<file path="config.mk">
export PLATFORM = sky130hd
export DESIGN_NAME = upsample_seq_ctrl
export DESIGN_NICKNAME = d
export VERILOG_FILES = /design/src/rtl/upsample_seq_ctrl.sv
export SDC_FILE = /design/constraint.sdc
export NUM_CORES = 1
export LEC_CHECK = 0
export BUFFER_PORTS_ARGS = -buffer_cell sky130_fd_sc_hd__buf_2
export CORE_AREA = 4 4 112 114
export DETAILED_ROUTE_END_ITERATION = 10
export DIE_AREA = 0 0 116 118
export PLACE_DENSITY_LB_ADDON = 0.3
export SETUP_SLACK_MARGIN = 0.1
export SLEW_MARGIN = 20
export SYNTH_ARGS = -nofsm -noshare
export SYNTH_HDL_FRONTEND = slang
export SYNTH_SLANG_ARGS = --single-unit
</file>
<file path="constraint.sdc">
create_clock -name s_axi_aclk -period 3.2 [get_ports s_axi_aclk]
set_input_delay 0 -clock s_axi_aclk [delete_from_list [all_inputs] [get_ports s_axi_aclk]]
set_output_delay 0 -clock s_axi_aclk [all_outputs]
set_load 0.05 [all_outputs]
</file>
<file path="src/rtl/upsample_seq_ctrl.sv">
// Single-job up-sampling sequencer: start -> clear UPSTR -> launch -> run -> post status to UPENDR; launch 2 cycles after start.
// Each CRF write holds addr/data and retries every cycle while crf_ac_wbusy is high; the FSM waits on acceptance.
module upsample_seq_ctrl #(
  parameter int unsigned CRF_DATA_WIDTH = 32,
  parameter int unsigned CRF_ADDR_WIDTH = 32,
  parameter int unsigned TIMEOUT_CYCLES = 0,
  parameter int unsigned CNT_WIDTH      = 32
) (
  input  logic                      s_axi_aclk,
  input  logic                      s_axi_rstn,
  input  logic [CRF_DATA_WIDTH-1:0] crf_ac_UPSTR,
  input  logic [CRF_DATA_WIDTH-1:0] crf_ac_UPENDR,
  input  logic [CRF_DATA_WIDTH-1:0] crf_ac_UPSRCAR,
  input  logic [CRF_DATA_WIDTH-1:0] crf_ac_UPDSTAR,
  input  logic                      crf_ac_wbusy,
  output logic                      ac_crf_wrt,
  output logic [CRF_ADDR_WIDTH-1:0] ac_crf_waddr,
  output logic [CRF_DATA_WIDTH-1:0] ac_crf_wdata,
  output logic                      ac_up_start,
  output logic                      ac_up_abort,
  output logic [CRF_DATA_WIDTH-1:0] ac_up_srcaddr,
  output logic [CRF_DATA_WIDTH-1:0] ac_up_dstaddr,
  input  logic                      up_ac_done,
  output logic                      ac_busy,
  output logic [CNT_WIDTH-1:0]      ac_frame_cnt
);

  typedef enum logic [2:0] {
    S_IDLE      = 3'd0,
    S_CLR_START = 3'd1,
    S_LAUNCH    = 3'd2,
    S_RUN       = 3'd3,
    S_CLR_ABORT = 3'd4,
    S_WR_END    = 3'd5
  } state_e;

  localparam logic [CRF_ADDR_WIDTH-1:0] ADDR_UPSTR  = CRF_ADDR_WIDTH'(0);
  localparam logic [CRF_ADDR_WIDTH-1:0] ADDR_UPENDR = CRF_ADDR_WIDTH'(1);
  localparam logic [CRF_DATA_WIDTH-1:0] ST_DONE     = CRF_DATA_WIDTH'(3'b001);
  localparam logic [CRF_DATA_WIDTH-1:0] ST_TIMEOUT  = CRF_DATA_WIDTH'(3'b011);
  localparam logic [CRF_DATA_WIDTH-1:0] ST_ABORT    = CRF_DATA_WIDTH'(3'b101);
  localparam bit                        TIMEOUT_EN  = (TIMEOUT_CYCLES != 0);
  localparam logic [CNT_WIDTH-1:0]      RUN_LAST    =
    TIMEOUT_EN ? CNT_WIDTH'(TIMEOUT_CYCLES - 1) : '0;

  state_e                    state_q, state_d;
  logic [CRF_ADDR_WIDTH-1:0] waddr_q, waddr_d;
  logic [CRF_DATA_WIDTH-1:0] wdata_q, wdata_d;
  logic [CRF_DATA_WIDTH-1:0] src_q, src_d;
  logic [CRF_DATA_WIDTH-1:0] dst_q, dst_d;
  logic [CRF_DATA_WIDTH-1:0] status_q, status_d;
  logic [CNT_WIDTH-1:0]      run_cnt_q, run_cnt_d;
  logic [CNT_WIDTH-1:0]      frame_cnt_q, frame_cnt_d;
  logic                      abort_q, abort_d;

  logic wr_pending;
  logic wr_accept;
  logic start_req;
  logic abort_req;
  logic timeout_hit;
  logic unused_inputs;

  assign wr_pending  = (state_q == S_CLR_START) || (state_q == S_CLR_ABORT) ||
                       (state_q == S_WR_END);
  assign wr_accept   = wr_pending && !crf_ac_wbusy;
  assign start_req   = crf_ac_UPSTR[0];
  assign abort_req   = crf_ac_UPSTR[1];
  assign timeout_hit = TIMEOUT_EN && (run_cnt_q == RUN_LAST);

  // UPENDR is monitor-only and UPSTR carries only start/abort bits.
  assign unused_inputs = ^{crf_ac_UPENDR, crf_ac_UPSTR[CRF_DATA_WIDTH-1:2]};

  always_ff @(posedge s_axi_aclk) begin
    if (!s_axi_rstn) begin
      state_q     <= S_IDLE;
      waddr_q     <= '0;
      wdata_q     <= '0;
      src_q       <= '0;
      dst_q       <= '0;
      status_q    <= '0;
      run_cnt_q   <= '0;
      frame_cnt_q <= '0;
      abort_q     <= 1'b0;
    end else begin
      state_q     <= state_d;
      waddr_q     <= waddr_d;
      wdata_q     <= wdata_d;
      src_q       <= src_d;
      dst_q       <= dst_d;
      status_q    <= status_d;
      run_cnt_q   <= run_cnt_d;
      frame_cnt_q <= frame_cnt_d;
      abort_q     <= abort_d;
    end
  end

  // Completion outranks abort, which outranks timeout.
  always_comb begin
    state_d = state_q;
    case (state_q)
      S_IDLE: begin
        if (start_req) state_d = S_CLR_START;
      end
      S_CLR_START: begin
        if (wr_accept) state_d = S_LAUNCH;
      end
      S_LAUNCH: begin
        state_d = S_RUN;
      end
      S_RUN: begin
        if (up_ac_done)       state_d = S_WR_END;
        else if (abort_req)   state_d = S_CLR_ABORT;
        else if (timeout_hit) state_d = S_WR_END;
      end
      S_CLR_ABORT: begin
        if (wr_accept) state_d = S_WR_END;
      end
      S_WR_END: begin
        if (wr_accept) state_d = S_IDLE;
      end
      default: state_d = S_IDLE;
    endcase
  end

  always_comb begin
    waddr_d     = waddr_q;
    wdata_d     = wdata_q;
    src_d       = src_q;
    dst_d       = dst_q;
    status_d    = status_q;
    run_cnt_d   = run_cnt_q;
    frame_cnt_d = frame_cnt_q;
    abort_d     = 1'b0;
    case (state_q)
      S_IDLE: begin
        if (start_req) begin
          src_d   = crf_ac_UPSRCAR;
          dst_d   = crf_ac_UPDSTAR;
          waddr_d = ADDR_UPSTR;
          wdata_d = '0;
        end
      end
      S_LAUNCH: begin
        run_cnt_d = '0;
      end
      S_RUN: begin
        run_cnt_d = run_cnt_q + CNT_WIDTH'(1);
        if (up_ac_done) begin
          status_d = ST_DONE;
          waddr_d  = ADDR_UPENDR;
          wdata_d  = ST_DONE;
        end else if (abort_req) begin
          abort_d  = 1'b1;
          status_d = ST_ABORT;
          waddr_d  = ADDR_UPSTR;
          wdata_d  = '0;
        end else if (timeout_hit) begin
          abort_d  = 1'b1;
          status_d = ST_TIMEOUT;
          waddr_d  = ADDR_UPENDR;
          wdata_d  = ST_TIMEOUT;
        end
      end
      S_CLR_ABORT: begin
        if (wr_accept) begin
          waddr_d = ADDR_UPENDR;
          wdata_d = status_q;
        end
      end
      S_WR_END: begin
        if (wr_accept) frame_cnt_d = frame_cnt_q + CNT_WIDTH'(1);
      end
      default: ;
    endcase
  end

  always_comb begin
    ac_crf_wrt    = wr_pending;
    ac_crf_waddr  = waddr_q;
    ac_crf_wdata  = wdata_q;
    ac_up_start   = (state_q == S_LAUNCH);
    ac_up_abort   = abort_q;
    ac_up_srcaddr = src_q;
    ac_up_dstaddr = dst_q;
    ac_busy       = (state_q != S_IDLE);
    ac_frame_cnt  = frame_cnt_q;
  end

endmodule
</file>
==> results.yml, run 1 <==
status:
  status: "completed"
hold_path:
  hold_start: "crf_ac_UPSTR[1]"
  holdCritPathClass: "in -> reg"
  hold_path_depth: 2
  min_to: "ac_up_abort"
yosys:
  syn_inst: 579
  netlist_area_sq_um: 4630
  ys_seq_area_frac: 0.454
  ys_types: 42
  synth_flop_cell: "dfxtp_1"
  synth_edf_count: 0
  ys_seq_elements: 105
  avgSynthCellArea_sq_um: 7.99
  synth_top_area_share: 0.454
  synthTopCellsByArea: "dfxtp_1 45%, nand2_1 12%, buf_4 9.9%, a21oi_1 9.4%, clkbuf_1 2.4%"
  synth_commonest_cells: "143 x nand2_1, 105 x dfxtp_1, 87 x a21oi_1"
  yosysTopAreaCell: "dfxtp_1"
  synthArstFlopShare: 0
  ys_warn_count: 0
  synth.most_common_cell: "nand2_1"
power:
  p_leak_nw: 2.81
  p_comb_frac: 0.239
  intPower_mw: 2.08
  p_sw_mw: 1.07
  clockPowerShare: 0.314
  p_total_mw: 3.15
  peakVddDrop_v: 0.000328
  powerDensity_nw_per_um2: 502
  swShare: 0.339
  pwr-share-seq: 0.447
grt:
  antenna_found_initial: 1
  grt_use_total: 0.186
  grt_pass1_vias: 4437
  overflow: 0
  grt_start_max_net_pins: 53
  grt_pass1_wl_mm: 21.0
timing:
  period_needed_ns: 2.49
  rsz0062_at_grt: "false"
  hold_violations: 0
  fmax_ghz: 0.402
  final_max_slew_viol_count: 0
  period_share: 0.777
  timing.slew.headroom: 0.391
  tns_ns: 0
  setup_viol: 0
  fin_hold_ws_ns: 0.0131
  worst_pin_slew_ns: 0.913
  clock_skew_ns: 0.00651
cts:
  numCtsBuffers: 9
  cts_tree: "done"
  path_clk_slew_ns: 0.07
  htreeDepth: 3
  cts_sinks: 105
  clk_latency_ns: 0.34
  clk_path_buf_depth: 2
  cts-root-buf: "clkbuf_16"
  cts_setup_buffers: 0
critical_path:
  cp_max_fo: 20
  critPathKind: "reg -> reg"
  reg2reg_slack_ns: 0.71
  reg2reg_from: "state_q[0]"
  reg2reg_to: "ac_frame_cnt[21]"
  reg2regPathDepth: 4
  endpoint_kind: "flip-flop"
  worst_ep_required_time_ns: 3.46
  critPathLaunchType: "flip-flop"
  arrival_ns: 2.75
placement:
  port_buffers: 172
  postPlaceCellArea_sq_um: 5350
  gp_congestion: 0.776
  post-dp-hpwl_mm: 8.65
die:
  rows: 39
  ios: 296
  die_w_um: 116
  die_y_um: 118
  initial_core_util: 0.405
  core_sq_um: 11400
  die_area_sq_um: 13700
layout:
  finalInstanceArea_sq_um: 6280
  multi_input_area_sq_um: 2130
  layout-drive-gt1-share: 0.243
  post-route-util: 0.550
  fill_cells: 1059
  layout.nets: 930
  regArea_sq_um: 2100
  area_delta_synth_final_pct: 35.6
detailed_routing:
  firstDrtPassIters: 4
  viasPerCell: 4.83
  drcViolationCount: 0
  ant_nets: 0
  drt_iter0_markers: 357
  vias: 4565
  finalWirelength_mm: 13.0
  drt-wirelength-per-cell_um: 13.8
run:
  maxCapViolCount: 0
## worst max-delay path, stage by stage (launching register included)
cell,delay [ns]
dfxtp_1,0.67
nand4bb_4,0.21
or4_1,0.81
or4_1,0.57
a21oi_1,0.14
## flip-flops by register name, summed over array words and instances (netlist names)
register / count
ac_frame_cnt: 32
ac_up_dstaddr: 32
ac_crf_wdata: 2
ac_up_srcaddr: 32
status_q: 2
state_q: 3
ac_up_abort: 1
ac_crf_waddr: 1
## cells by family (layout without fill, tap and decap cells)
group / Yosys count / in the layout / share of synthesized area
and+or+nand+nor: 238 / 238 / 0.245
DFF: 105 / 105 / 0.454
AOI/OAI and AO/OA: 117 / 117 / 0.137
xor gates and xnor gates: 11 / 11 / 0.0208
other: 1 / 62 / 0.000810
adders and majority gates: 1 / 1 / 0.00270
muxes: 2 / 2 / 0.00433
buffers and inverters: 104 / 267 / 0.135
## layout make-up
type / instances / area share
timing repair buffer: 243 / 0.251
clock buffer: 13 / 0.0383
multi-input combinational: 430 / 0.340
antenna: 1 / 0.000399
clock inverter: 3 / 0.00279
inverter: 8 / 0.00478
sequential: 105 / 0.335
tap: 143 / 0.0285
## power groups by stage
stage          Combinational, mW  Clock [mW]  Sequential [mW]
5_1_grt                    0.804        1.06             1.42
4_1_cts                    0.750        1.02             1.41
6_report                   0.753       0.988             1.41
3_3_place_gp               0.680           0             1.43
2_1_floorplan              0.392           0             1.64
3_5_place_dp               0.687           0             1.44
## cells in the final DEF (no fill, tap or decap), types with 2 or more instances in the layout
cell,instances
a21oi_1,87
and2_1,3
and3_1,2
and3b_1,2
and4_1,4
buf_2,172
buf_4,3
clkbuf_1,4
clkbuf_16,9
clkinv_2,2
conb_1,61
dfxtp_1,105
dlygate4sd3_1,67
inv_1,7
mux2i_1,2
nand2_1,142
nand2b_1,2
nand3_1,9
nand4_1,8
nand4b_1,2
nor2_1,23
nor3_1,6
nor4_1,5
o21ai_0,13
o31ai_1,12
or3_1,7
or4_1,12
xnor2_1,9
xor2_1,2
## how the worst max path moves through the flow
stage,start,to,slack (ns),cells after the start
after floorplan,ac_frame_cnt[3],ac_frame_cnt[28],0.92,5
after global placement,state_q[0],ac_frame_cnt[21],0.79,4
after detailed placement,state_q[0],ac_frame_cnt[21],0.74,4
after CTS,state_q[0],ac_frame_cnt[21],0.73,4
after global routing,state_q[0],ac_frame_cnt[21],0.48,4
final,state_q[0],ac_frame_cnt[21],0.71,4
## repair_timing
item | 4_1_cts | 5_1_grt
hold buffers | 67 | 0
gates resized for setup | 0 | 0
hold endpoints to repair | 67 | 0
## metal layers
layer,wire (um),global-route usage,part of all wire
met4,254,0.0689,0.020
met3,993,0.0478,0.076
met5,0,0,0
met2,6440,0.319,0.49
met1,5340,0.222,0.41
## per-stage QoR
stage               cells  setup WS [ns]
finish                946          0.712
global placement      862          0.786
global route          946          0.479
CTS                   945          0.727
detailed placement    862          0.741
floorplan             639          0.920
No activity file was read; power rests on OpenSTA's default activity.
==> run 2: changes to the inputs <==
- ABC_AREA: not set -> 1
- CORE_AREA: 4 4 112 114 -> not set
- CORE_ASPECT_RATIO: not set -> 1.2
- CORE_MARGIN: not set -> 4
- CORE_UTILIZATION: not set -> 39
- DIE_AREA: 0 0 116 118 -> not set
- clock period: 3.2 -> 2.2 ns (I/O delays scaled with it)
==> results.yml, run 2 <==
timing:
  fin_hold_ws_ns: 0.0648
  period_needed_ns: 1.70
  setup_slack_ns: 0.497
  period_share: 0.774
  setup_viol: 0
  rsz0062_at_grt: "false"
  clock_skew_ns: 0.00423
  hold_violations: 0
  fmax_ghz: 0.587
  tns_ns: 0
  final_max_slew_viol_count: 0
  timing.slew.headroom: 0.612
  worst_pin_slew_ns: 0.579
power:
  pwr-share-seq: 0.342
  intPower_mw: 3.85
  peakVddDrop_v: 0.000518
  p_sw_mw: 3.47
  p_comb_frac: 0.450
  clockPowerShare: 0.208
  powerDensity_nw_per_um2: 1100
  swShare: 0.474
  p_leak_nw: 3.14
detailed_routing:
  ant_nets: 0
  vias: 4777
  finalWirelength_mm: 13.3
  firstDrtPassIters: 4
  viasPerCell: 4.46
  drcViolationCount: 0
  drt-wirelength-per-cell_um: 12.4
  drt_iter0_markers: 243
placement:
  dp_worst_setup_slack_ns: 0.542
  port_buffers: 172
  placed_cells: 989
  post-dp-hpwl_mm: 9.25
  gp_congestion: 0.869
grt:
  grt_pass1_wl_mm: 20.1
  grt_start_max_net_pins: 65
  grt_pass1_vias: 4294
  antenna_found_initial: 1
  grt_use_total: 0.176
  overflow: 0
layout:
  area_delta_synth_final_pct: 36.6
  final_common_cell: "buf_2"
  fill_cells: 1157
  num_antenna_cells: 0
  fin_cells: 1072
  layout_common_cells: "172 x buf_2, 108 x inv_1, 105 x dfxtp_1"
  layout.nets: 1039
  layout-drive-gt1-share: 0.237
critical_path:
  endpoint_kind: "flip-flop"
  worst_ep_required_time_ns: 2.49
  critPathLaunchType: "input port"
  critPathKind: "in -> reg"
  cpPeakStageDelay_ns: 0.63
  cp_max_fo: 25
  arrival_ns: 1.99
  path_buf_inv: 3
  worstPathCellList: "buf_2 > clkinv_1 > nor3_1 > dlygate4sd3_1"
  critPathSlowestCell: "clkinv_1"
  crit_family: "buffers and inverters"
  reg2reg_slack_ns: 0.52
cts:
  clk_latency_ns: 0.34
  path_clk_slew_ns: 0.07
  numCtsBuffers: 9
  cts_sinks: 105
  cts_tree: "done"
  htreeDepth: 3
  cts-root-buf: "clkbuf_16"
  clk_path_buf_depth: 2
  cts_setup_buffers: 0
yosys:
  synthArstFlopShare: 0
  synth_commonest_cells: "108 x inv_1, 105 x dfxtp_1, 92 x nand2_1"
  ys_seq_area_frac: 0.432
  ys_warn_count: 0
  synthTopCellsByArea: "dfxtp_1 43%, buf_4 9.6%, a21oi_1 8.7%, inv_1 8.3%, o21ai_0 7.9%"
  synth.most_common_cell: "inv_1"
  netlist_area_sq_um: 4870
  synth_top_area_share: 0.432
  synth_flop_cell: "dfxtp_1"
  ys_seq_elements: 105
  avgSynthCellArea_sq_um: 7.21
  synth_edf_count: 0
  syn_inst: 675
  ys_types: 32
  yosysTopAreaCell: "dfxtp_1"
die:
  ios: 296
  die_w_um: 110
  initial_core_util: 0.400
  die_y_um: 130
  core_sq_um: 12200
  rows: 44
  die_area_sq_um: 14300
status:
  status: "completed"
hold_path:
  holdCritPathClass: "in -> reg"
run:
  maxCapViolCount: 0
==> run 2: stage by stage <==
step                total power, mW  utilization  area, sq um
finish                         7.33        0.546         6650
global route                   7.73        0.546         6650
CTS                            7.37        0.546         6650
detailed placement             5.74        0.468         5700
global placement               5.72        0.468         5700
floorplan                      5.09            -         5090
==> run 2: per-layer routing <==
layer | vias up | GRT usage | wire [um]
met5 | - | 0 | 14
met1 | 2091 | 0.205 | 5430
met3 | 29 | 0.0411 | 1210
met4 | 2 | 0.0866 | 361
li1 | 2474 | - | -
met2 | 181 | 0.301 | 6310
==> run 2: worst paths after layout <==
kind | startpoint | endpoint | depth (start not counted)
max | s_axi_rstn | ac_up_abort | 4
min | crf_ac_wbusy | ac_frame_cnt[23] | 4
max reg2reg | state_q[2] | ac_up_abort | 6
min reg2reg | ac_up_srcaddr[24] | ac_up_srcaddr[24] | 2
==> run 2: logic make-up (layout without fill, tap and decap cells) <==
logic type,count (synthesis),after routing,synth area share
other,1,61,0.000771
AO/OA/AOI/OAI,169,169,0.176
flip-flops,105,105,0.432
buffers and inverters,197,373,0.200
XOR/XNOR,2,2,0.00360
AND/OR/NAND/NOR,200,200,0.185
adder cells (fa/ha/maj),1,1,0.00257
==> run 2: final cells by class <==
cell class                      instances  area [sq um]  share of cell area
Inverter                              112           420              0.0633
Tap cell                              161           201              0.0303
Multi-Input combinational cell        433          2030               0.305
Clock buffer                           10           229              0.0345
Timing Repair Buffer                  245          1610               0.243
Sequential cell                       105          2100               0.316
Clock inverter                          6          51.3             0.00772
==> run 2: repair_timing <==
item	in CTS	in global routing
hold buffers	67	0
setup endpoints to repair	0	0
resized for setup	0	0
hold endpoints to repair	68	0
==> run 2: worst register-to-register path, cell delays in order, from the launching register on <==
cell,delay [ns]
dfxtp_1,0.37
inv_2,0.15
nand3_1,0.13
inv_1,0.14
nand2_1,0.10
nor3_1,0.16
dlygate4sd3_1,0.58
==> run 2: power by group through the flow <==
| stage | clock, mW | combinational (mW) | sequential [mW] |
|---|---|---|---|
| after CTS | 1.57 | 3.29 | 2.50 |
| final | 1.52 | 3.29 | 2.51 |
| after global routing | 1.64 | 3.53 | 2.56 |
| after global placement | 0 | 3.19 | 2.53 |
| after detailed placement | 0 | 3.19 | 2.55 |
| after floorplan | 0 | 1.25 | 3.84 |
